**config.mk**
```make
export PLATFORM = sky130hd
export DESIGN_NAME = processor
export DESIGN_NICKNAME = d
export VERILOG_FILES = /design/src/rtl/processor.sv
export SDC_FILE = /design/constraint.sdc
export NUM_CORES = 1
export LEC_CHECK = 0
export CORE_AREA = 2 2 39 41
export DETAILED_ROUTE_END_ITERATION = 12
export DIE_AREA = 0 0 41 43
export GPL_TIMING_DRIVEN = 0
export RECOVER_POWER = 100
export SYNTH_ARGS = -nofsm -noshare
export SYNTH_HDL_FRONTEND = slang
export SYNTH_SLANG_ARGS = --single-unit
```
**constraint.sdc**
```tcl
create_clock -name clk -period 1.43 [get_ports clk]
set_input_delay 0.143 -clock clk [delete_from_list [all_inputs] [get_ports clk]]
set_output_delay 0.143 -clock clk [all_outputs]
set_load 0.01 [all_outputs]
```
**src/rtl/processor.sv**
```systemverilog
// Minimal 8-bit register-register processor with a shared 9-bit instruction/data memory.
// Each instruction takes two cycles (FETCH then EXECUTE). Define PROC_INSTR_COUNT_EN to add the instr_count output.
module processor #(
    parameter int REG_W     = 8,
    parameter int NUM_REGS  = 16,
    parameter int MEM_DEPTH = 64,
    localparam int PC_W     = $clog2(MEM_DEPTH),
    localparam int RIDX_W   = $clog2(NUM_REGS)
) (
    input  logic            clk,
    input  logic            rst_n,
    output logic            halted,
    output logic [PC_W-1:0] pc
`ifdef PROC_INSTR_COUNT_EN
    ,
    output logic [15:0]     instr_count
`endif
);

    typedef enum logic [1:0] {
        S_FETCH   = 2'd0,
        S_EXECUTE = 2'd1,
        S_HALT    = 2'd2
    } state_t;

    localparam logic [2:0] OP_NOP  = 3'b000;
    localparam logic [2:0] OP_LDI  = 3'b001;
    localparam logic [2:0] OP_ADD  = 3'b010;
    localparam logic [2:0] OP_SUB  = 3'b011;
    localparam logic [2:0] OP_AND  = 3'b100;
    localparam logic [2:0] OP_LD   = 3'b101;
    localparam logic [2:0] OP_ST   = 3'b110;
    localparam logic [2:0] OP_HALT = 3'b111;

    state_t state, state_next;

    logic [REG_W-1:0] Reg [NUM_REGS];
    logic [8:0]       Mem [MEM_DEPTH];
    logic [PC_W-1:0]  PC;
    logic [8:0]       ir;

    logic [2:0]        op;
    logic [2:0]        rd;
    logic [2:0]        rs;
    logic [RIDX_W-1:0] rd_idx;
    logic [RIDX_W-1:0] rs_idx;
    logic [REG_W-1:0]  rd_val;
    logic [REG_W-1:0]  rs_val;
    logic [PC_W-1:0]   mem_addr;
    logic [7:0]        ld_data;

    logic              reg_we;
    logic [REG_W-1:0]  reg_wdata;
    logic              mem_we;
    logic              retire;

    assign op       = ir[8:6];
    assign rd       = ir[5:3];
    assign rs       = ir[2:0];
    assign rd_idx   = RIDX_W'(rd);
    assign rs_idx   = RIDX_W'(rs);
    assign rd_val   = Reg[rd_idx];
    assign rs_val   = Reg[rs_idx];
    assign mem_addr = rs_val[PC_W-1:0];
    assign ld_data  = Mem[mem_addr][7:0];

    assign pc     = PC;
    assign halted = (state == S_HALT);

    always_ff @(posedge clk or negedge rst_n) begin
        if (!rst_n) begin
            state <= S_FETCH;
        end else begin
            state <= state_next;
        end
    end

    // Operands are read from the pre-instruction register values, so rd==rs works naturally.
    always_comb begin
        state_next = state;
        reg_we     = 1'b0;
        reg_wdata  = '0;
        mem_we     = 1'b0;
        retire     = 1'b0;
        case (state)
            S_FETCH: begin
                state_next = S_EXECUTE;
            end
            S_EXECUTE: begin
                state_next = S_FETCH;
                retire     = 1'b1;
                case (op)
                    OP_NOP: ;
                    OP_LDI: begin
                        reg_we    = 1'b1;
                        reg_wdata = REG_W'(rs);
                    end
                    OP_ADD: begin
                        reg_we    = 1'b1;
                        reg_wdata = rd_val + rs_val;
                    end
                    OP_SUB: begin
                        reg_we    = 1'b1;
                        reg_wdata = rd_val - rs_val;
                    end
                    OP_AND: begin
                        reg_we    = 1'b1;
                        reg_wdata = rd_val & rs_val;
                    end
                    OP_LD: begin
                        reg_we    = 1'b1;
                        reg_wdata = REG_W'(ld_data);
                    end
                    OP_ST: begin
                        mem_we = 1'b1;
                    end
                    OP_HALT: begin
                        state_next = S_HALT;
                        retire     = 1'b0;
                    end
                    default: ;
                endcase
            end
            S_HALT: begin
                state_next = S_HALT;
            end
            default: begin
                state_next = S_FETCH;
            end
        endcase
    end

    always_ff @(posedge clk or negedge rst_n) begin
        if (!rst_n) begin
            PC <= '0;
            ir <= '0;
        end else if (state == S_FETCH) begin
            ir <= Mem[PC];
            PC <= PC + PC_W'(1);
        end
    end

    always_ff @(posedge clk or negedge rst_n) begin
        if (!rst_n) begin
            for (int i = 0; i < NUM_REGS; i++) begin
                Reg[i] <= '0;
            end
        end else if (reg_we) begin
            Reg[rd_idx] <= reg_wdata;
        end
    end

    // Memory has no reset; a store is only ever issued from EXECUTE, which reset always leaves.
    always_ff @(posedge clk) begin
        if (mem_we) begin
            Mem[mem_addr] <= {1'b0, rd_val[7:0]};
        end
    end

`ifdef PROC_INSTR_COUNT_EN
    always_ff @(posedge clk or negedge rst_n) begin
        if (!rst_n) begin
            instr_count <= '0;
        end else if (retire) begin
            instr_count <= instr_count + 16'd1;
        end
    end
`endif

endmodule

```
=== After elaboration in Yosys (flattened, before gate mapping) ===
Memories as Yosys holds them, arrays and structs flattened. A register that Yosys moved wholly into a read port is not among the register bits.
Index checks and enable logic that the tools add are counted.

* Register bits: 145
* Memory bits (writable): 512
* Memories: 1

{| class="wikitable"
|+ Memories
! name !! words !! width !! read ports !! clocked after Yosys merged registers in !! write ports !! line !! source
|-
| Mem || 64 || 8 || 2 || 1 || 1 || 38 || <nowiki>logic [8:0] Mem [MEM_DEPTH];</nowiki>
|}

* Add/subtract/negate cells: 3
* $lt $le $gt $ge: 3
* Equality and inequality tests: 9
* Muxes and demuxes: 19
* Bitwise gates (word level): 3
* Reductions and logical operators: 4

{| class="wikitable"
|+ Operators by type and width
! kind !! count
|-
| bitwise mux 128 bit || 1
|-
| binary-select mux 8 bit (select 4 bit) || 2
|-
| two-way mux 8 bit || 6
|-
| case mux 8 bit (5 select lines) || 1
|-
| demux 8 bit (select 4 bit) || 1
|-
| equality test 3 bit (second input constant) || 4
|-
| >= comparator 5 bit (second input constant) || 2
|-
| NOT 3 -> 5 bit || 2
|-
| adder 8 bit || 1
|-
| bitwise AND 8 bit || 1
|-
| subtractor 8 bit || 1
|-
| adder 6 x 1 -> 6 bit (second input constant) || 1
|-
| equality test 3 x 2 -> 1 bit (second input constant) || 2
|-
| two-way mux 1 bit || 6
|-
| case mux 2 bit (3 select lines) || 1
|-
| less-than comparator 5 x 1 -> 1 bit (second input constant) || 1
|-
| OR reduction 5 bit || 1
|-
| equality test 3 x 1 -> 1 bit (second input constant) || 1
|-
| equality test 2 x 1 -> 1 bit (second input constant) || 1
|-
| equality test 2 bit (second input constant) || 1
|-
| logical NOT 2 bit || 1
|-
| two-way mux 2 bit || 1
|-
| logical AND 1 bit || 1
|-
| logical NOT 1 bit || 1
|}

=== Longest topological paths before layout ===
Gate-level depths: netlist of run 1.

* Depth after elaboration: 8
* Mapped depth: 3

=== Least setup slack after synthesis of run 1 ===
OpenSTA, ideal clock, no wires.

* Path type: reg2reg
* From: reg PC[0], in the netlist pc[0]
* To: reg PC[1], in the netlist pc[1]
* Library setup time: 0.125 ns
* Arrival: 0.961 ns
* Path slack: 0.344 ns
* Stages on the path, launching flop included: 3
* Buffers on the path: 0
* Period minus slack after synthesis: 1.086 ns
* Path through: dfrtp_1 ha_1 mux2_2

* Longest elaborated chain between the ends: 1

{| class="wikitable"
|+ Ends and longest elaborated chain
! what !! line !! source
|-
| start: declaration || 39 || <nowiki>logic [PC_W-1:0] PC;</nowiki>
|-
| start signal: assignment || 139 || <nowiki>PC <= PC + PC_W'(1);</nowiki>
|-
| adder 6 x 1 -> 6 bit || 139 ||
|}

No other way between the ends.
A chain may end at the register's enable or synchronous reset.

=== Final worst setup path of run 1 ===
* From: reg PC[2], in the netlist pc[2]
* To: out pc[2]

{| class="wikitable"
|+ RTL lines
! what !! line !! source
|-
| end: declaration || 13 || <nowiki>output logic [PC_W-1:0] pc</nowiki>
|}

No word-level cell between the ends.

==> flow_summary.html, run 1 <==
<table>
<tr><th>Metric</th><th>Value</th></tr>
<tr><th colspan="2">Synth</th></tr>
<tr><td>Total standard cell area after synthesis</td><td>312 µm²</td></tr>
<tr><td>Count leader, synth</td><td>sky130_fd_sc_hd__dfrtp_1</td></tr>
<tr><td>Cell types with the largest area share after synthesis</td><td>sky130_fd_sc_hd__dfrtp_1 (64%), sky130_fd_sc_hd__xnor2_1 (11%), sky130_fd_sc_hd__ha_1 (4.0%)</td></tr>
<tr><td>Instance count of the mapped netlist</td><td>22</td></tr>
<tr><td>Share of flip-flops with an asynchronous set or reset</td><td>100%</td></tr>
<tr><td>Xor and xnor fraction of the mapped netlist area</td><td>14.1%</td></tr>
<tr><td>Post-synthesis register bit count</td><td>8</td></tr>
<tr><td>Commonest cells in the netlist</td><td>sky130_fd_sc_hd__dfrtp_1 (8), sky130_fd_sc_hd__xnor2_1 (4), sky130_fd_sc_hd__nand2_1 (2), sky130_fd_sc_hd__nand4_1 (2)</td></tr>
<tr><td>Post-synthesis compound-gate area fraction</td><td>0%</td></tr>
<tr><td>Mapped Nets</td><td>25</td></tr>
<tr><td>Adder and majority gate portion of the synthesized area</td><td>4.02%</td></tr>
<tr><td>Distinct cell type count of the synthesized netlist</td><td>10</td></tr>
<tr><td>Yosys top cell area share</td><td>64.3%</td></tr>
<tr><td>Syn avg cell area</td><td>14.2 µm²</td></tr>
<tr><td>Synth Warn #</td><td>0</td></tr>
<tr><td>Cell taking the most area after synthesis</td><td>sky130_fd_sc_hd__dfrtp_1</td></tr>
<tr><td>Multiplexer share of the synthesized area</td><td>3.61%</td></tr>
<tr><td>Primary flip-flop cell chosen by synthesis mapping</td><td>sky130_fd_sc_hd__dfrtp_1</td></tr>
<tr><td>Fraction of the mapped netlist area in simple logic gates</td><td>14.1%</td></tr>
<tr><td>Number of flops mapped to enable cells by yosys</td><td>0</td></tr>
<tr><td>Main combinational cell family by area after synthesis</td><td>simple AND/OR/NAND/NOR gates</td></tr>
<tr><td>Portion of the post-synthesis area used by sequential elements</td><td>64.3%</td></tr>
<tr><th colspan="2">Setup path</th></tr>
<tr><td>Combined buffer and inverter count along the critical path</td><td>1</td></tr>
<tr><td>Worst setup EP type</td><td>output port</td></tr>
<tr><td>CP arrival</td><td>1.21 ns</td></tr>
<tr><td>Worst setup path start</td><td>pc[2]</td></tr>
<tr><td>Largest stage delay on the critical path</td><td>0.56 ns</td></tr>
<tr><td>Crit path depth</td><td>1</td></tr>
<tr><td>Standard cell with the maximum stage delay on the critical path</td><td>sky130_fd_sc_hd__clkdlybuf4s50_1</td></tr>
<tr><td>Worst flop-to-flop path startpoint</td><td>state[0]</td></tr>
<tr><td>Largest delay contributor family on the critical path</td><td>buffers and inverters</td></tr>
<tr><td>Reg-to-reg endpoint</td><td>pc[1]</td></tr>
<tr><td>Timing endpoint of the critical path</td><td>pc[2]</td></tr>
<tr><td>Critical path start-end classification</td><td>reg2out</td></tr>
<tr><td>Series of cell instances along the critical path</td><td>clkdlybuf4s50_1</td></tr>
<tr><td>Depth of the worst register-to-register path</td><td>2</td></tr>
<tr><td>Kind of start point of the critical path</td><td>flop</td></tr>
<tr><td>R2r setup slk</td><td>0.21 ns</td></tr>
<tr><td>CP Data Required Time</td><td>1.29 ns</td></tr>
<tr><td>Peak fanout along the critical path</td><td>4</td></tr>
<tr><th colspan="2">Finish</th></tr>
<tr><td>Count of antenna diodes in the layout</td><td>0</td></tr>
<tr><td>Cell area after layout</td><td>425 µm²</td></tr>
<tr><td>Area added between synthesis and finish</td><td>36.5%</td></tr>
<tr><td>Nets</td><td>38</td></tr>
<tr><td>Filler-free cell count of the finished design</td><td>49</td></tr>
<tr><td>Fraction of final layout cells sized beyond drive strength 1</td><td>12.1%</td></tr>
<tr><th colspan="2">STA</th></tr>
<tr><td>Unrepaired setup endpoints after global routing</td><td>false</td></tr>
<tr><td>Setup Skew</td><td>0.00860 ns</td></tr>
<tr><td>Final critical-path share of the clock period</td><td>94.8%</td></tr>
<tr><td>Max transition margin</td><td>70.6%</td></tr>
<tr><td>Worst slew pin tran</td><td>0.439 ns</td></tr>
<tr><td>Setup TNS</td><td>0 ns</td></tr>
<tr><td>Final hold vios</td><td>0</td></tr>
<tr><td>Clock period minus final worst setup slack</td><td>1.36 ns</td></tr>
<tr><td>Fmax</td><td>0.738 GHz</td></tr>
<tr><td>Final Hold Slack</td><td>0.233 ns</td></tr>
<tr><td>Number of endpoints failing setup at the final stage</td><td>0</td></tr>
<tr><td>Number of max-slew violations in the final report</td><td>0</td></tr>
<tr><th colspan="2">Clock network</th></tr>
<tr><td>TritonCTS Buffers</td><td>3</td></tr>
<tr><td>Insertion delay to the later sink of the worst-skew pair</td><td>0.25 ns</td></tr>
<tr><td>Clock sink total</td><td>8</td></tr>
<tr><td>Worst-case clock buffer depth</td><td>2</td></tr>
<tr><td>Clock tree from TritonCTS</td><td>built</td></tr>
<tr><td>Post-CTS repair timing setup buffer count</td><td>0</td></tr>
<tr><td>Clock-pin slew on the worst setup and hold paths</td><td>0.06 ns</td></tr>
<tr><td>H-Tree Depth</td><td>1</td></tr>
<tr><td>Root Driver</td><td>sky130_fd_sc_hd__clkbuf_4</td></tr>
<tr><th colspan="2">Run</th></tr>
<tr><td>Max-cap check violation count</td><td>0</td></tr>
<tr><th colspan="2">GRT</th></tr>
<tr><td>Total overflow reported by the global router</td><td>0</td></tr>
<tr><td>Maximum number of pins on one net before global-route repair</td><td>9</td></tr>
<tr><td>Via count of the first global-routing pass</td><td>217</td></tr>
<tr><td>Total track usage</td><td>9.54%</td></tr>
<tr><td>Global-route wire length before repair</td><td>986 µm</td></tr>
<tr><td>Initial antenna violation count</td><td>0</td></tr>
<tr><th colspan="2">Floorplanning</th></tr>
<tr><td>Row Count</td><td>14</td></tr>
<tr><td>Horizontal die dimension</td><td>41 µm</td></tr>
<tr><td>Chip Height</td><td>43 µm</td></tr>
<tr><td>Core box area</td><td>1380 µm²</td></tr>
<tr><td>Die outline area</td><td>1760 µm²</td></tr>
<tr><td>Initial core utilization</td><td>22.5%</td></tr>
<tr><td>Top Ports</td><td>9</td></tr>
<tr><th colspan="2">Detailed routing</th></tr>
<tr><td>Routed wire length per instance</td><td>11.4 µm</td></tr>
<tr><td>Residual DRC count</td><td>0</td></tr>
<tr><td>Detailed-route vias per instance</td><td>4.27</td></tr>
<tr><td>Number of detailed-route iterations in the first pass</td><td>2</td></tr>
<tr><td>Routed wire length</td><td>557 µm</td></tr>
<tr><td>Drt initial violations</td><td>3</td></tr>
<tr><td>Top routing layer in use</td><td>met4</td></tr>
<tr><td>Number of nets still failing antenna checks after routing</td><td>0</td></tr>
<tr><td>Routed length on met3</td><td>54 µm</td></tr>
<tr><td>Total number of vias</td><td>209</td></tr>
<tr><td>Met1 wire length</td><td>248 µm</td></tr>
<tr><td>Detail Route met2 WL</td><td>244 µm</td></tr>
<tr><th colspan="2">Pwr</th></tr>
<tr><td>Worst supply voltage drop on vdd</td><td>0.229 mV</td></tr>
<tr><td>Leakage power figure</td><td>0.177 nW</td></tr>
<tr><td>PwrDens</td><td>944 nW/µm²</td></tr>
<tr><th colspan="2">Place</th></tr>
<tr><td>Placed wire-length estimate</td><td>401 µm</td></tr>
<tr><td>Cell area reported after detailed placement</td><td>412 µm²</td></tr>
<tr><td>Placed insts</td><td>46</td></tr>
<tr><td>RD Place Congestion</td><td>0.564</td></tr>
<tr><td>Port Buffer Count</td><td>8</td></tr>
<tr><th colspan="2">Hold path</th></tr>
<tr><td>Path category of the worst min-delay check</td><td>in2async</td></tr>
<tr><th colspan="2">Status</th></tr>
<tr><td>Outcome</td><td>complete, no violations</td></tr>
</table>
cells in the final DEF (no fill, tap or decap), drive strengths merged:
| cell | instances |
|---|---|
| nor2b | 1 |
| dlygate4sd2 | 1 |
| ha | 1 |
| and3 | 1 |
| dfrtp | 8 |
| dlygate4sd3 | 1 |
| clkdlybuf4s25 | 1 |
| clkbuf | 3 |
| nand2 | 2 |
| xnor2 | 4 |
| clkdlybuf4s50 | 5 |
| nand4 | 2 |
| xor2 | 1 |
| mux2 | 1 |
| nor2 | 1 |
cell type report:
| class | instances | area (µm²) |
|---|---|---|
| Clock buffer | 3 | 22.5 |
| Sequential cell | 8 | 200 |
| Timing Repair Buffer | 8 | 78.8 |
| Multi-Input combinational cell | 14 | 104 |
| Fill cell | 150 | 958 |
| Tap cell | 16 | 20.0 |
power by group:
part / internal [W] / leakage (nW) / switching [W]
clock network: 0.0000958 / 0.0138 / 0.0000730
logic: 0.00000188 / 0.0720 / 0.00000411
registers: 0.000227 / 0.0914 / 0
registers in the layout (all words and copies together), names as in the netlist:
register,count
state,2
pc,6
routing by layer:
| layer | vias to the layer above | GRT usage (%) |
|---|---|---|
| met3 | 2 | 6.81 |
| met4 | 0 | 10.0 |
| met5 | - | 0 |
| li1 | 97 | - |
| met2 | 9 | 10.9 |
| met1 | 101 | 10.3 |
how the worst min path moves through the flow:
stage,startpoint,end,slack (ns)
floorplan,rst_n,pc[0],-0.15
global placement,rst_n,pc[5],0.42
detailed placement,rst_n,pc[3],0.44
CTS,rst_n,pc[3],0.17
global route,rst_n,pc[3],0.24
finish,rst_n,pc[3],0.23
what timing repair did:
action | CTS | global route
resized for setup | 2 | 1
endpoints found under the setup margin | 1 | 1
cloned | 0 | 0
hold buffers | 0 | 0
cell families (layout without fill, tap and decap cells):
logic type / count (synthesis) / in the layout
buffers and inverters: 0 / 11
and+or+nand+nor: 7 / 7
muxes: 1 / 1
xor gates and xnor gates: 5 / 5
adders and majority gates: 1 / 1
DFF: 8 / 8
stage by stage:
| step | setup WS [ns] | util (%) | total power, W |
|---|---|---|---|
| 3_3_place_gp | 0.204 | 29.7 | 0.000237 |
| 5_1_grt | 0.0164 | 30.7 | 0.000433 |
| 6_report | 0.0744 | 30.7 | 0.000401 |
| 3_5_place_dp | 0.147 | 29.7 | 0.000237 |
| 2_1_floorplan | 0.344 | - | 0.000231 |
| 4_1_cts | 0.0487 | 31.5 | 0.000412 |
(Power assumes the default switching activity.)
==> run 2, diff against run 1 <==
Settings changed: DONT_BUFFER_PORTS set to 1.
==> flow_summary.html, run 2 (synthesized netlist as in run 1, its figures left out) <==
<table>
<tr><th>Metric</th><th>Value</th></tr>
<tr><th colspan="2">Pwr</th></tr>
<tr><td>Internal power of the cells</td><td>0.000324 W</td></tr>
<tr><td>Worst supply voltage drop on vdd</td><td>0.234 mV</td></tr>
<tr><td>PnR Total Power</td><td>0.000400 W</td></tr>
<tr><td>Clock network fraction of design power</td><td>41.9%</td></tr>
<tr><td>Switching Fraction</td><td>19.0%</td></tr>
<tr><td>PwrDens</td><td>1100 nW/µm²</td></tr>
<tr><td>Switching power summed over all nets</td><td>0.0000762 W</td></tr>
<tr><td>Leakage power figure</td><td>0.145 nW</td></tr>
<tr><td>Logic gate share of total power</td><td>1.5%</td></tr>
<tr><td>Part of the power in registers</td><td>56.6%</td></tr>
<tr><th colspan="2">STA</th></tr>
<tr><td>Setup Skew</td><td>0.000461 ns</td></tr>
<tr><td>Fmax</td><td>0.865 GHz</td></tr>
<tr><td>Number of endpoints failing setup at the final stage</td><td>0</td></tr>
<tr><td>Final critical-path share of the clock period</td><td>80.8%</td></tr>
<tr><td>Worst slew pin tran</td><td>0.362 ns</td></tr>
<tr><td>Final hold vios</td><td>0</td></tr>
<tr><td>Number of max-slew violations in the final report</td><td>0</td></tr>
<tr><td>Setup TNS</td><td>0 ns</td></tr>
<tr><td>Unrepaired setup endpoints after global routing</td><td>false</td></tr>
<tr><td>Worst path setup slack after routing</td><td>0.274 ns</td></tr>
<tr><td>Clock period minus final worst setup slack</td><td>1.16 ns</td></tr>
<tr><td>Max transition margin</td><td>75.8%</td></tr>
<tr><th colspan="2">Finish</th></tr>
<tr><td>Area added between synthesis and finish</td><td>16.9%</td></tr>
<tr><td>Leading cell type in the layout, fill and taps excluded</td><td>sky130_fd_sc_hd__dfrtp_1</td></tr>
<tr><td>Largest register FFs</td><td>6</td></tr>
<tr><td>Filler-free cell count of the finished design</td><td>42</td></tr>
<tr><td>Nets</td><td>31</td></tr>
<tr><td>Most used cells in the layout excluding fill and tap cells</td><td>sky130_fd_sc_hd__dfrtp_1 (8), sky130_fd_sc_hd__xnor2_1 (4), sky130_fd_sc_hd__clkbuf_4 (3)</td></tr>
<tr><td>Count of antenna diodes in the layout</td><td>0</td></tr>
<tr><td>FILL cells</td><td>154</td></tr>
<tr><td>Fraction of final layout cells sized beyond drive strength 1</td><td>19.2%</td></tr>
<tr><th colspan="2">Place</th></tr>
<tr><td>RD Place Congestion</td><td>0.533</td></tr>
<tr><td>Post-placement setup slack</td><td>0.279 ns</td></tr>
<tr><td>Placed insts</td><td>38</td></tr>
<tr><td>Port Buffer Count</td><td>0</td></tr>
<tr><td>Placed wire-length estimate</td><td>437 µm</td></tr>
<tr><th colspan="2">Floorplanning</th></tr>
<tr><td>Horizontal die dimension</td><td>41 µm</td></tr>
<tr><td>Top Ports</td><td>9</td></tr>
<tr><td>Core box area</td><td>1380 µm²</td></tr>
<tr><td>Chip Height</td><td>43 µm</td></tr>
<tr><td>Row Count</td><td>14</td></tr>
<tr><td>Die outline area</td><td>1760 µm²</td></tr>
<tr><td>Initial core utilization</td><td>22.5%</td></tr>
<tr><th colspan="2">GRT</th></tr>
<tr><td>Via count of the first global-routing pass</td><td>209</td></tr>
<tr><td>Global-route wire length before repair</td><td>910 µm</td></tr>
<tr><td>Total track usage</td><td>8.70%</td></tr>
<tr><td>Initial antenna violation count</td><td>0</td></tr>
<tr><td>Maximum number of pins on one net before global-route repair</td><td>9</td></tr>
<tr><td>Total overflow reported by the global router</td><td>0</td></tr>
<tr><th colspan="2">Clock network</th></tr>
<tr><td>Post-CTS repair timing setup buffer count</td><td>0</td></tr>
<tr><td>TritonCTS Buffers</td><td>3</td></tr>
<tr><td>Insertion delay to the later sink of the worst-skew pair</td><td>0.25 ns</td></tr>
<tr><td>Worst-case clock buffer depth</td><td>2</td></tr>
<tr><td>Clock tree from TritonCTS</td><td>built</td></tr>
<tr><td>H-Tree Depth</td><td>1</td></tr>
<tr><td>Clock-pin slew on the worst setup and hold paths</td><td>0.05 ns</td></tr>
<tr><td>PostCTS Resize Cnt</td><td>0</td></tr>
<tr><td>Hold-fix buffers, CTS</td><td>1</td></tr>
<tr><td>Clock sink total</td><td>8</td></tr>
<tr><td>Root Driver</td><td>sky130_fd_sc_hd__clkbuf_4</td></tr>
<tr><th colspan="2">Detailed routing</th></tr>
<tr><td>Routed wire length</td><td>564 µm</td></tr>
<tr><td>Routed wire length per instance</td><td>13.4 µm</td></tr>
<tr><td>Number of detailed-route iterations in the first pass</td><td>3</td></tr>
<tr><td>Drt initial violations</td><td>7</td></tr>
<tr><td>Total number of vias</td><td>184</td></tr>
<tr><td>Detailed-route vias per instance</td><td>4.38</td></tr>
<tr><td>Number of nets still failing antenna checks after routing</td><td>0</td></tr>
<tr><td>Residual DRC count</td><td>0</td></tr>
<tr><th colspan="2">Setup path</th></tr>
<tr><td>Kind of start point of the critical path</td><td>flop</td></tr>
<tr><td>Largest stage delay on the critical path</td><td>0.45 ns</td></tr>
<tr><td>CP arrival</td><td>1.29 ns</td></tr>
<tr><td>Worst setup EP type</td><td>flop</td></tr>
<tr><td>Peak fanout along the critical path</td><td>4</td></tr>
<tr><td>CP Data Required Time</td><td>1.56 ns</td></tr>
<tr><td>Standard cell with the maximum stage delay on the critical path</td><td>sky130_fd_sc_hd__dfrtp_1</td></tr>
<tr><td>Series of cell instances along the critical path</td><td>ha_1, mux2_2</td></tr>
<tr><td>Critical path start-end classification</td><td>reg2reg</td></tr>
<tr><th colspan="2">Status</th></tr>
<tr><td>Outcome</td><td>complete, no violations</td></tr>
<tr><th colspan="2">Hold path</th></tr>
<tr><td>Path category of the worst min-delay check</td><td>in2async</td></tr>
<tr><th colspan="2">Run</th></tr>
<tr><td>Max-cap check violation count</td><td>0</td></tr>
</table>
run 2: cell count changes in the layout (fill, tap and decap cells not counted):
cell	previous run	this run
sky130_fd_sc_hd__clkdlybuf4s50_1	5	0
sky130_fd_sc_hd__clkdlybuf4s25_1	1	0
sky130_fd_sc_hd__nor2_1	1	0
sky130_fd_sc_hd__dlygate4sd2_1	1	0
sky130_fd_sc_hd__nor2_4	0	1
run 2: final cells by class:
class	count	area (µm²)	share of cell area [%]
Sequential cell	8	200	55.0
Multi-Input combinational cell	14	111	30.6
Clock buffer	3	22.5	6.19
Tap cell	16	20.0	5.50
Timing Repair Buffer	1	10.0	2.75
run 2: critical path, delay by kind of cell, from the launching register on:
family,cells,cell delay [ns]
muxes,1,0.26
DFF,1,0.45
adders and majority gates,1,0.33
run 2: per-layer routing:
layer / vias to the layer above / routed length, µm / global-route usage, %
met2: 10 / 268 / 10.9
met5: - / 0 / 0
met4: 0 / 0 / 8.00
li1: 82 / - / -
met3: 0 / 94 / 7.33
met1: 92 / 201 / 8.22
run 2: metrics by stage:
step	utilization (%)	hold WS (ns)	cell area [µm²]
2_1_floorplan	-	-0.153	312
3_3_place_gp	24.0	-0.152	332
3_5_place_dp	24.0	-0.152	332
4_1_cts	26.3	0.243	364
5_1_grt	26.3	0.255	364
6_report	26.3	0.240	364
run 2: final timing paths:
check                      slack [ns]  cells past startpoint      from        to
max in group asynchronous        0.93                      1     rst_n     pc[0]
max                              0.27                      2     pc[0]     pc[1]
max reg2reg                      0.27                      2     pc[0]     pc[1]
min                              0.24                      1     rst_n     pc[3]
min reg2reg                      0.50                      1  state[0]  state[0]
min in group clk                 0.50                      1  state[0]  state[0]
run 2: power groups by stage:
stage,Combinational (W),Clock [W],Sequential (W)
global route,0.00000724,0.000196,0.000226
global placement,0.0000000000355,0,0.000231
floorplan,0.0000000000355,0,0.000231
CTS,0.00000639,0.000176,0.000227
detailed placement,0.0000000000355,0,0.000231
finish,0.00000602,0.000168,0.000227
